**config.mk**
```make
export PLATFORM = sky130hd
export DESIGN_NAME = video_pixel_bridge_flat
export DESIGN_NICKNAME = d
export VERILOG_FILES = /design/src/rtl/video_pixel_bridge_if.sv /design/src/rtl/video_pixel_bridge.sv /design/src/flat_wrapper.sv
export SDC_FILE = /design/constraint.sdc
export NUM_CORES = 1
export LEC_CHECK = 0
export ABC_AREA = 1
export ABC_CLOCK_PERIOD_IN_PS = 2300
export BUFFER_PORTS_ARGS = -buffer_cell sky130_fd_sc_hd__clkbuf_2
export CORE_UTILIZATION = 55
export CTS_CLUSTER_SIZE = 12
export DETAILED_ROUTE_END_ITERATION = 8
export GPL_TIMING_DRIVEN = 0
export PLACE_DENSITY_LB_ADDON = 0.25
export SYNTH_ARGS = -nofsm -noshare
export SYNTH_HDL_FRONTEND = slang
export SYNTH_SLANG_ARGS = --single-unit
```
**constraint.sdc**
```tcl
create_clock -name clock -period 2.3 [get_ports clock]
set_clock_uncertainty 0.1 [all_clocks]
set_input_delay 0.345 -clock clock [delete_from_list [all_inputs] [get_ports clock]]
set_output_delay 0.345 -clock clock [all_outputs]
set_load 0.05 [all_outputs]
```
**src/rtl/video_pixel_bridge_if.sv**
```systemverilog
// Pixel stream bundle between a decoder-style source, the bridge and a plot sink.
// Handshake: a beat transfers on a rising edge where valid (in_valid / out_plot) and ready (in_ready / out_ready) are both 1; the source holds its payload stable while ready is 0.
interface video_pixel_bridge_if #(
  parameter int BITS_PER_COLOUR_CHANNEL = 1
);
  logic                                 in_valid;
  logic                                 in_ready;
  logic [8:0]                           in_x;
  logic [7:0]                           in_y;
  logic [4:0]                           in_red;
  logic [5:0]                           in_green;
  logic [4:0]                           in_blue;
  logic                                 out_plot;
  logic                                 out_ready;
  logic [8:0]                           out_x;
  logic [7:0]                           out_y;
  logic [3*BITS_PER_COLOUR_CHANNEL-1:0] out_colour;

  modport master (
    output in_valid, in_x, in_y, in_red, in_green, in_blue, out_ready,
    input  in_ready, out_plot, out_x, out_y, out_colour
  );

  modport slave (
    input  in_valid, in_x, in_y, in_red, in_green, in_blue, out_ready,
    output in_ready, out_plot, out_x, out_y, out_colour
  );
endinterface

```
**src/rtl/video_pixel_bridge.sv**
```systemverilog
// RGB565 pixel stream to low-depth VGA colour: optional 2x decimation, colour reduction,
// then a FIFO whose head sits in a registered output stage.
module video_pixel_bridge #(
  parameter int         BITS_PER_COLOUR_CHANNEL = 1,
  parameter int         MODE                    = 0,
  parameter int         FIFO_DEPTH              = 8,
  parameter int         DECIMATE                = 0,
  parameter logic [7:0] MONO_THRESHOLD          = 8'd94
) (
  input  logic                          clock,
  input  logic                          resetn,
  video_pixel_bridge_if.slave           pix,
  output logic                          frame_start,
  output logic [$clog2(FIFO_DEPTH):0]   level
);
  localparam int B  = BITS_PER_COLOUR_CHANNEL;
  localparam int CW = 3 * B;
  localparam int AW = $clog2(FIFO_DEPTH);
  localparam int LW = AW + 1;
  localparam int EW = 9 + 8 + CW;
  localparam logic [LW-1:0] DEPTH_L = LW'(FIFO_DEPTH);

  function automatic logic [B-1:0] round_sat(input logic [B-1:0] t, input logic n);
    logic [B:0] s;
    s = {1'b0, t} + {{B{1'b0}}, n};
    return s[B] ? {B{1'b1}} : s[B-1:0];
  endfunction

  logic [B-1:0]  r_t, g_t, b_t;
  logic          r_n, g_n, b_n;
  logic [7:0]    luma;
  logic [CW-1:0] colour;

  assign r_t  = pix.in_red[4 -: B];
  assign g_t  = pix.in_green[5 -: B];
  assign b_t  = pix.in_blue[4 -: B];
  // At full 5-bit width red/blue have no lower bit left to round with.
  assign r_n  = (B < 5) ? pix.in_red[(B < 5) ? 4 - B : 0] : 1'b0;
  assign b_n  = (B < 5) ? pix.in_blue[(B < 5) ? 4 - B : 0] : 1'b0;
  assign g_n  = pix.in_green[5 - B];
  assign luma = {2'b00, pix.in_red, 1'b0} + {2'b00, pix.in_green} + {2'b00, pix.in_blue, 1'b0};

  always_comb begin
    colour = {r_t, g_t, b_t};
    if (MODE == 1) begin
      colour = {round_sat(r_t, r_n), round_sat(g_t, g_n), round_sat(b_t, b_n)};
    end else if (MODE == 2) begin
      colour = {CW{luma >= MONO_THRESHOLD}};
    end
  end

  logic       keep;
  logic [8:0] dx;
  logic [7:0] dy;

  assign keep = (DECIMATE == 0) || (!pix.in_x[0] && !pix.in_y[0]);
  assign dx   = (DECIMATE == 0) ? pix.in_x : {1'b0, pix.in_x[8:1]};
  assign dy   = (DECIMATE == 0) ? pix.in_y : {1'b0, pix.in_y[7:1]};

  // level counts the memory entries plus the one held in the output stage.
  logic [EW-1:0] mem [FIFO_DEPTH];
  logic [AW-1:0] wr_ptr, rd_ptr;
  logic [LW-1:0] mem_count, level_next;
  logic          accept, push, pop, load;

  assign accept     = pix.in_valid && pix.in_ready;
  assign push       = accept && keep;
  assign pop        = pix.out_plot && pix.out_ready;
  assign mem_count  = level - LW'(pix.out_plot);
  assign load       = (mem_count != '0) && (!pix.out_plot || pop);
  assign level_next = level + LW'(push) - LW'(pop);

  always_ff @(posedge clock) begin
    if (push) begin
      mem[wr_ptr] <= {dx, dy, colour};
    end
  end

  always_ff @(posedge clock or negedge resetn) begin
    if (!resetn) begin
      wr_ptr         <= '0;
      rd_ptr         <= '0;
      level          <= '0;
      frame_start    <= 1'b0;
      pix.in_ready   <= 1'b0;
      pix.out_plot   <= 1'b0;
      pix.out_x      <= '0;
      pix.out_y      <= '0;
      pix.out_colour <= '0;
    end else begin
      level        <= level_next;
      pix.in_ready <= (level_next < DEPTH_L);
      frame_start  <= accept && (pix.in_x == 9'd0) && (pix.in_y == 8'd0);
      if (push) begin
        wr_ptr <= wr_ptr + AW'(1);
      end
      if (load) begin
        rd_ptr                                  <= rd_ptr + AW'(1);
        {pix.out_x, pix.out_y, pix.out_colour}  <= mem[rd_ptr];
        pix.out_plot                            <= 1'b1;
      end else if (pop) begin
        pix.out_plot <= 1'b0;
      end
    end
  end
endmodule

```
**src/flat_wrapper.sv**
```systemverilog
// flat-port wrapper written by rule: the top's interface ports become plain ports
module video_pixel_bridge_flat 
#(
  parameter int         BITS_PER_COLOUR_CHANNEL = 1,
  parameter int         MODE                    = 0,
  parameter int         FIFO_DEPTH              = 8,
  parameter int         DECIMATE                = 0,
  parameter logic [7:0] MONO_THRESHOLD          = 8'd94
)
  (clock, resetn, frame_start, level, pix_in_valid, pix_in_x, pix_in_y, pix_in_red, pix_in_green, pix_in_blue, pix_out_ready, pix_in_ready, pix_out_plot, pix_out_x, pix_out_y, pix_out_colour);
  video_pixel_bridge_if #(.BITS_PER_COLOUR_CHANNEL(BITS_PER_COLOUR_CHANNEL)) pix_i ();
  input  logic clock;
  input  logic resetn;
  output logic frame_start;
  output logic [$clog2(FIFO_DEPTH):0] level;
  input wire logic [$bits(pix_i.in_valid)-1:0] pix_in_valid;
  input wire logic [$bits(pix_i.in_x)-1:0] pix_in_x;
  input wire logic [$bits(pix_i.in_y)-1:0] pix_in_y;
  input wire logic [$bits(pix_i.in_red)-1:0] pix_in_red;
  input wire logic [$bits(pix_i.in_green)-1:0] pix_in_green;
  input wire logic [$bits(pix_i.in_blue)-1:0] pix_in_blue;
  input wire logic [$bits(pix_i.out_ready)-1:0] pix_out_ready;
  output wire logic [$bits(pix_i.in_ready)-1:0] pix_in_ready;
  output wire logic [$bits(pix_i.out_plot)-1:0] pix_out_plot;
  output wire logic [$bits(pix_i.out_x)-1:0] pix_out_x;
  output wire logic [$bits(pix_i.out_y)-1:0] pix_out_y;
  output wire logic [$bits(pix_i.out_colour)-1:0] pix_out_colour;
  assign pix_i.in_valid = pix_in_valid;
  assign pix_i.in_x = pix_in_x;
  assign pix_i.in_y = pix_in_y;
  assign pix_i.in_red = pix_in_red;
  assign pix_i.in_green = pix_in_green;
  assign pix_i.in_blue = pix_in_blue;
  assign pix_i.out_ready = pix_out_ready;
  assign pix_in_ready = pix_i.in_ready;
  assign pix_out_plot = pix_i.out_plot;
  assign pix_out_x = pix_i.out_x;
  assign pix_out_y = pix_i.out_y;
  assign pix_out_colour = pix_i.out_colour;
  video_pixel_bridge #(.BITS_PER_COLOUR_CHANNEL(BITS_PER_COLOUR_CHANNEL), .MODE(MODE), .FIFO_DEPTH(FIFO_DEPTH), .DECIMATE(DECIMATE), .MONO_THRESHOLD(MONO_THRESHOLD)) u_core (.clock(clock), .resetn(resetn), .pix(pix_i), .frame_start(frame_start), .level(level));
endmodule
```
**After elaboration in Yosys (flattened, before gate mapping)**

Memory sizes are Yosys's and may differ from the RTL's. A register that Yosys moved wholly into a read port is not among the register bits.
Cells that the tools add are included.

- Bits in registers: 13
- Memory bits (writable): 160
- Bits of input ports: 37
- Memories kept: 1

- Reductions and logical operators: 12
- Order comparisons: 1
- Multiplexer cells: 4
- $add $sub $neg: 5

Memories:

| name | words | bits a word | read ports | clocked after memory_dff | write ports | line | source |
|---|---|---|---|---|---|---|---|
| u_core.mem | 8 | 20 | 1 | 1 | 1 | video_pixel_bridge.sv:61 | `logic [EW-1:0] mem [FIFO_DEPTH];` |

Operators with widths:

| operator | count |
|---|---|
| 9-bit logical NOT | 1 |
| 8-bit logical NOT | 1 |
| 4-bit by 1-bit subtractor with 4-bit output | 2 |
| 3-bit by 1-bit adder with 3-bit output, second input constant | 2 |
| 1-bit logical AND | 5 |
| 4-bit by 1-bit adder with 4-bit output | 1 |
| 4-bit < comparator, second input constant | 1 |
| 1-bit two-way mux | 4 |
| 4-bit nonzero test | 1 |
| 1-bit logical NOT | 2 |
| 2-bit nonzero test | 1 |
| 1-bit logical OR | 1 |

**Depth between registers and ports, before layout**

- Depth in word-level cells: 4
- Mapped depth: 10

**Least setup slack after synthesis**

OpenSTA, ideal clock, no wires.

- Path type: reg2reg
- From: register u_core.pix.in_ready
- To: memory u_core.mem[0][0] (netlist name), enable pin
- Data arrival time: 1.987 ns
- Required time: 1.803 ns
- Cell stages (with the launch flop): 4
- Buffers on the path: 0
- Path slack: -0.184 ns
- Period minus slack after synthesis: 2.484 ns
- Cells stage by stage: dfrtp_1 > nand2_1 > or2_2 > nor2_1

- Cells in the longest elaborated chain, start to end: 3

RTL lines:

| what | line | source |
|---|---|---|
| start, declared | video_pixel_bridge_if.sv:26 | `output in_ready, out_plot, out_x, out_y, out_colour` |
| start signal, assigned | video_pixel_bridge.sv:92 | `pix.in_ready <= (level_next < DEPTH_L);` |
| 1-bit logical AND | video_pixel_bridge.sv:66 | `assign accept = pix.in_valid && pix.in_ready;` |
| 1-bit two-way mux | video_pixel_bridge.sv:74 | `if (push) begin` |
| 1-bit two-way mux (not written as such) | video_pixel_bridge.sv:75 | `mem[wr_ptr] <= {dx, dy, colour};` |
| end, declared | video_pixel_bridge.sv:61 |  |

Every way passes these cells.

**Worst setup path after layout**

- From: register u_core.pix.in_ready
- To: memory u_core.mem[7][8] (netlist name), enable pin

- Cells in the longest elaborated chain, start to end: 3

RTL lines:

| what | line | source |
|---|---|---|
| 1-bit logical AND | video_pixel_bridge.sv:66 |  |
| named net u_core.accept | video_pixel_bridge.sv:64 | `logic accept, push, pop, load;` |
| 1-bit two-way mux | video_pixel_bridge.sv:74 |  |
| 1-bit two-way mux (not written as such) | video_pixel_bridge.sv:75 |  |

The timed path passes the listed nets, and every way through them passes these cells.

==> results list <==
- Worst-Skew Late Latency: 440 ps
- The routed layout has 5837 vias.
- Of the total power, the share spent switching nets is 0.407.
- The share of total power dissipated in combinational logic is 0.405.
- The worst setup path is launched from a flop.
* Die height: 127 um
* Synth warn: 0
- The worst setup path is captured at a flop.
- After clock tree synthesis, the clock-pin slew on the worst setup and hold paths is 70 ps.
- 0 antenna diodes ended up in the layout.
- The routed design has 19400 um of wire.
- Number of nets still failing antenna checks after routing: 0
- The floorplan has 45 rows.
- The total area inside the core boundary comes to 0.0152 mm^2.
* Result of the run: finished, final reports clean
- Using the TritonRoute via totals, the vias-per-cell ratio works out to 5.04.
* Via count of the first global-routing pass: 5559
- Post-synthesis instance total: 880
- The initial utilization of the core area, before any placement, comes to 0.564.
- Total clock buffers created by CTS: 17
- DRC viols: 0
* Max Root-Sink Buffers: 2
- Setup repair after global routing left no endpoint under its margin.
- Average instance area after synthesis: 9.75 um^2
- Count of cells along the worst hold path: 1
- The number of setup buffers added after CTS is 0.
* Horizontal die dimension: 127 um
- Dividing total power by cell area gives a power density of 1310 mW/mm^2.
- For the final routed database, the setup TNS stands at 0 ps.
* Synthesized net count: 926
* Clock period minus final worst setup slack: 2170 ps
* Worst Reg-to-Reg Cells: 5
- CTS saw 193 sinks.
* Max-slew violation total from the final report: 0
* Sequential fraction of the synthesis area: 0.656
- Hold Path Class: in -> reg
- STA puts the critical path data arrival time at 2210 ps.
* Critical path start-end classification: reg -> reg
- The hold violation total from the final report is 0.
- In this run the static leakage power is 4.73 nW.
* First-pass detailed-route iteration total: 6
* Headroom to the max-slew limit: 0.383
- The mapped netlist covers 0.00858 mm^2.
- In the finished design, the share of the clock period the worst path needs comes to 0.945.
- Synthesis inferred 193 register bits.
- Setup-violating endpoint count in the final report: 0
- Timing would allow up to 460 MHz.
- Drt initial violations: 613
- I/O Pins: 64
- Actual transition at the worst max-transition pin: 926 ps
* Clk pwr share: 0.238
- Relative to the synthesized area, the layout overhead comes to 14.5%.
- VDD sags by at most 683 uV.
- The internal power of the cells totals 7.66 mW.
* Area after detailed placement: 0.00917 mm^2
- Of the total power, registers draw 0.357.
- Switching Power: 5.26 mW
* Finished Core Util: 0.646
- Detailed placement ended at an HPWL of 11800 um.
- In the final design database the tool counted 1002 nets.
- Final weighted congestion in routability-driven placement: 0.787
- The tree is rooted in a sky130_fd_sc_hd__clkbuf_16.
- Clock tree from TritonCTS: done
- Synth cell types: 27
- Overall global routing resource usage: 0.254
* Global route total overflow: 0
- Port Buffers: 50
* Fill cell instance count of the final layout: 1200
- Dividing the detail-routed wire length by the instance count gives 16.8 um.
- Antenna violations before repair: 0
- After routing the design area is 0.00982 mm^2.
* Highest fanout seen on the critical path: 11
* Layout cells sized above 1: 0.138
* # H-tree levels: 4
- Entering global routing, the biggest net connects 34 pins.
* Crit path required time: 2340 ps
- DIE AREA: 0.0161 mm^2
- Max-cap violation count: 0
- The first global-routing pass estimated 29600 um of wire.
[critical path, stage by stage, from the launching register on]
cell                      delay, ps
sky130_fd_sc_hd__dfrtp_1        340
sky130_fd_sc_hd__nand2_1        130
sky130_fd_sc_hd__inv_1          160
sky130_fd_sc_hd__nand2_1        210
sky130_fd_sc_hd__nor2_2         670
sky130_fd_sc_hd__buf_8          250
[cell usage in the layout, fill, tap and decap left out, types with 5 or more instances in the layout]
cell | Yosys | routed
sky130_fd_sc_hd__ha_1 | 8 | 8
sky130_fd_sc_hd__edfxtp_1 | 160 | 160
sky130_fd_sc_hd__nand2_1 | 351 | 351
sky130_fd_sc_hd__clkbuf_16 | 0 | 17
sky130_fd_sc_hd__buf_6 | 10 | 10
sky130_fd_sc_hd__dfrtp_1 | 33 | 33
sky130_fd_sc_hd__clkbuf_2 | 0 | 50
sky130_fd_sc_hd__nor2_2 | 1 | 7
sky130_fd_sc_hd__inv_1 | 176 | 176
sky130_fd_sc_hd__clkinv_2 | 0 | 5
sky130_fd_sc_hd__nor2_1 | 15 | 7
sky130_fd_sc_hd__nand3_1 | 81 | 81
sky130_fd_sc_hd__buf_2 | 17 | 17
sky130_fd_sc_hd__clkbuf_1 | 4 | 7
[cell usage after synthesis (all sizes together)]
master	count	area share
buf	30	0.026
o21bai	1	0.00088
or2	1	0.00073
edfxtp	160	0.56
nand3	82	0.048
dfrtp	33	0.096
a21oi	1	0.00058
ha	8	0.012
o21ai	3	0.0035
nor4	1	0.00073
inv	180	0.079
clkbuf	4	0.0017
nor3	2	0.0012
nor2	17	0.0086
xor2	4	0.0041
nand2	352	0.15
fa	1	0.0023
[area by class of cell]
class | count | area [um^2] | share of cell area
flip-flops and latches | 193 | 5630 | 0.573
multi-input cells | 473 | 2060 | 0.210
inverters | 180 | 681 | 0.0693
clock buffers | 20 | 437 | 0.0444
repair buffers | 57 | 375 | 0.0382
plain buffers | 34 | 235 | 0.0239
well taps | 188 | 235 | 0.0239
clock inverters | 12 | 168 | 0.0171
[metrics by stage]
stage | hold slack, ps | total power [mW] | cells | worst slack, ps
finish | 95.7 | 12.9 | 1157 | 127
global route | 95.6 | 13.6 | 1157 | 25.2
CTS | 83.4 | 12.9 | 1155 | -147
detailed placement | 365 | 9.84 | 1122 | -228
global placement | 362 | 9.64 | 1118 | -859
floorplan | -50.6 | 8.27 | 880 | -184
[worst paths after layout]
path | end | slack [ps] | startpoint
max | u_core.mem[7][8]$_DFFE_PP_ | 130 | u_core.pix.in_ready$_DFF_PN0_
min | u_core.mem[6][0]$_DFFE_PP_ | 100 | pix_in_blue[4]
max reg2reg | u_core.mem[7][8]$_DFFE_PP_ | 130 | u_core.pix.in_ready$_DFF_PN0_
min reg2reg | u_core.pix.out_y[3]$_DFFE_PN0P_ | 380 | u_core.pix.out_y[3]$_DFFE_PN0P_
max in group asynchronous | u_core.pix.out_x[4]$_DFFE_PN0P_ | 1050 | resetn
min in group asynchronous | u_core.pix.out_colour[0]$_DFFE_PN0P_ | 480 | resetn
[flip-flops by register name, summed over array words and instances (netlist names)]
signal / count
u_core.mem: 160
u_core.pix.out_x: 9
u_core.pix.out_y: 8
u_core.level: 4
u_core.pix.out_colour: 3
u_core.rd_ptr: 3
u_core.wr_ptr: 3
u_core.frame_start: 1
u_core.pix.in_ready: 1
u_core.pix.out_plot: 1
[what timing repair did]
item	4_1_cts	5_1_grt
gates resized for setup	1	1
hold buffers	1	0
endpoints found under the hold margin	33	0
endpoints found under the setup margin	60	20
[cell families (layout without fill, tap and decap cells)]
| group | count (synthesis) | in the layout | synth area share |
|---|---|---|---|
| AO/OA/AOI/OAI | 5 | 5 | 0.00496 |
| XOR/XNOR | 4 | 4 | 0.00408 |
| adder cells (fa/ha/maj) | 9 | 9 | 0.0140 |
| buffers and inverters | 214 | 303 | 0.107 |
| flip-flops | 193 | 193 | 0.656 |
| AND/OR/NAND/NOR | 455 | 455 | 0.214 |
[layer usage]
metal	vias up	wire length, um	part of all wire	track usage
li1	2863	-	-	-
met1	2707	8350	0.43	0.342
met2	241	9170	0.47	0.405
met3	26	1590	0.082	0.0510
met4	0	299	0.015	0.108
met5	-	0	0	0
[power groups by stage]
stage	clock (mW)	combinational, mW	sequential (mW)
3_3_place_gp	0	4.96	4.68
3_5_place_dp	0	5.16	4.68
5_1_grt	3.17	5.74	4.67
6_report	3.07	5.23	4.61
4_1_cts	3.06	5.20	4.62
2_1_floorplan	0	2.85	5.41
Power figures use the tool's default switching activity.
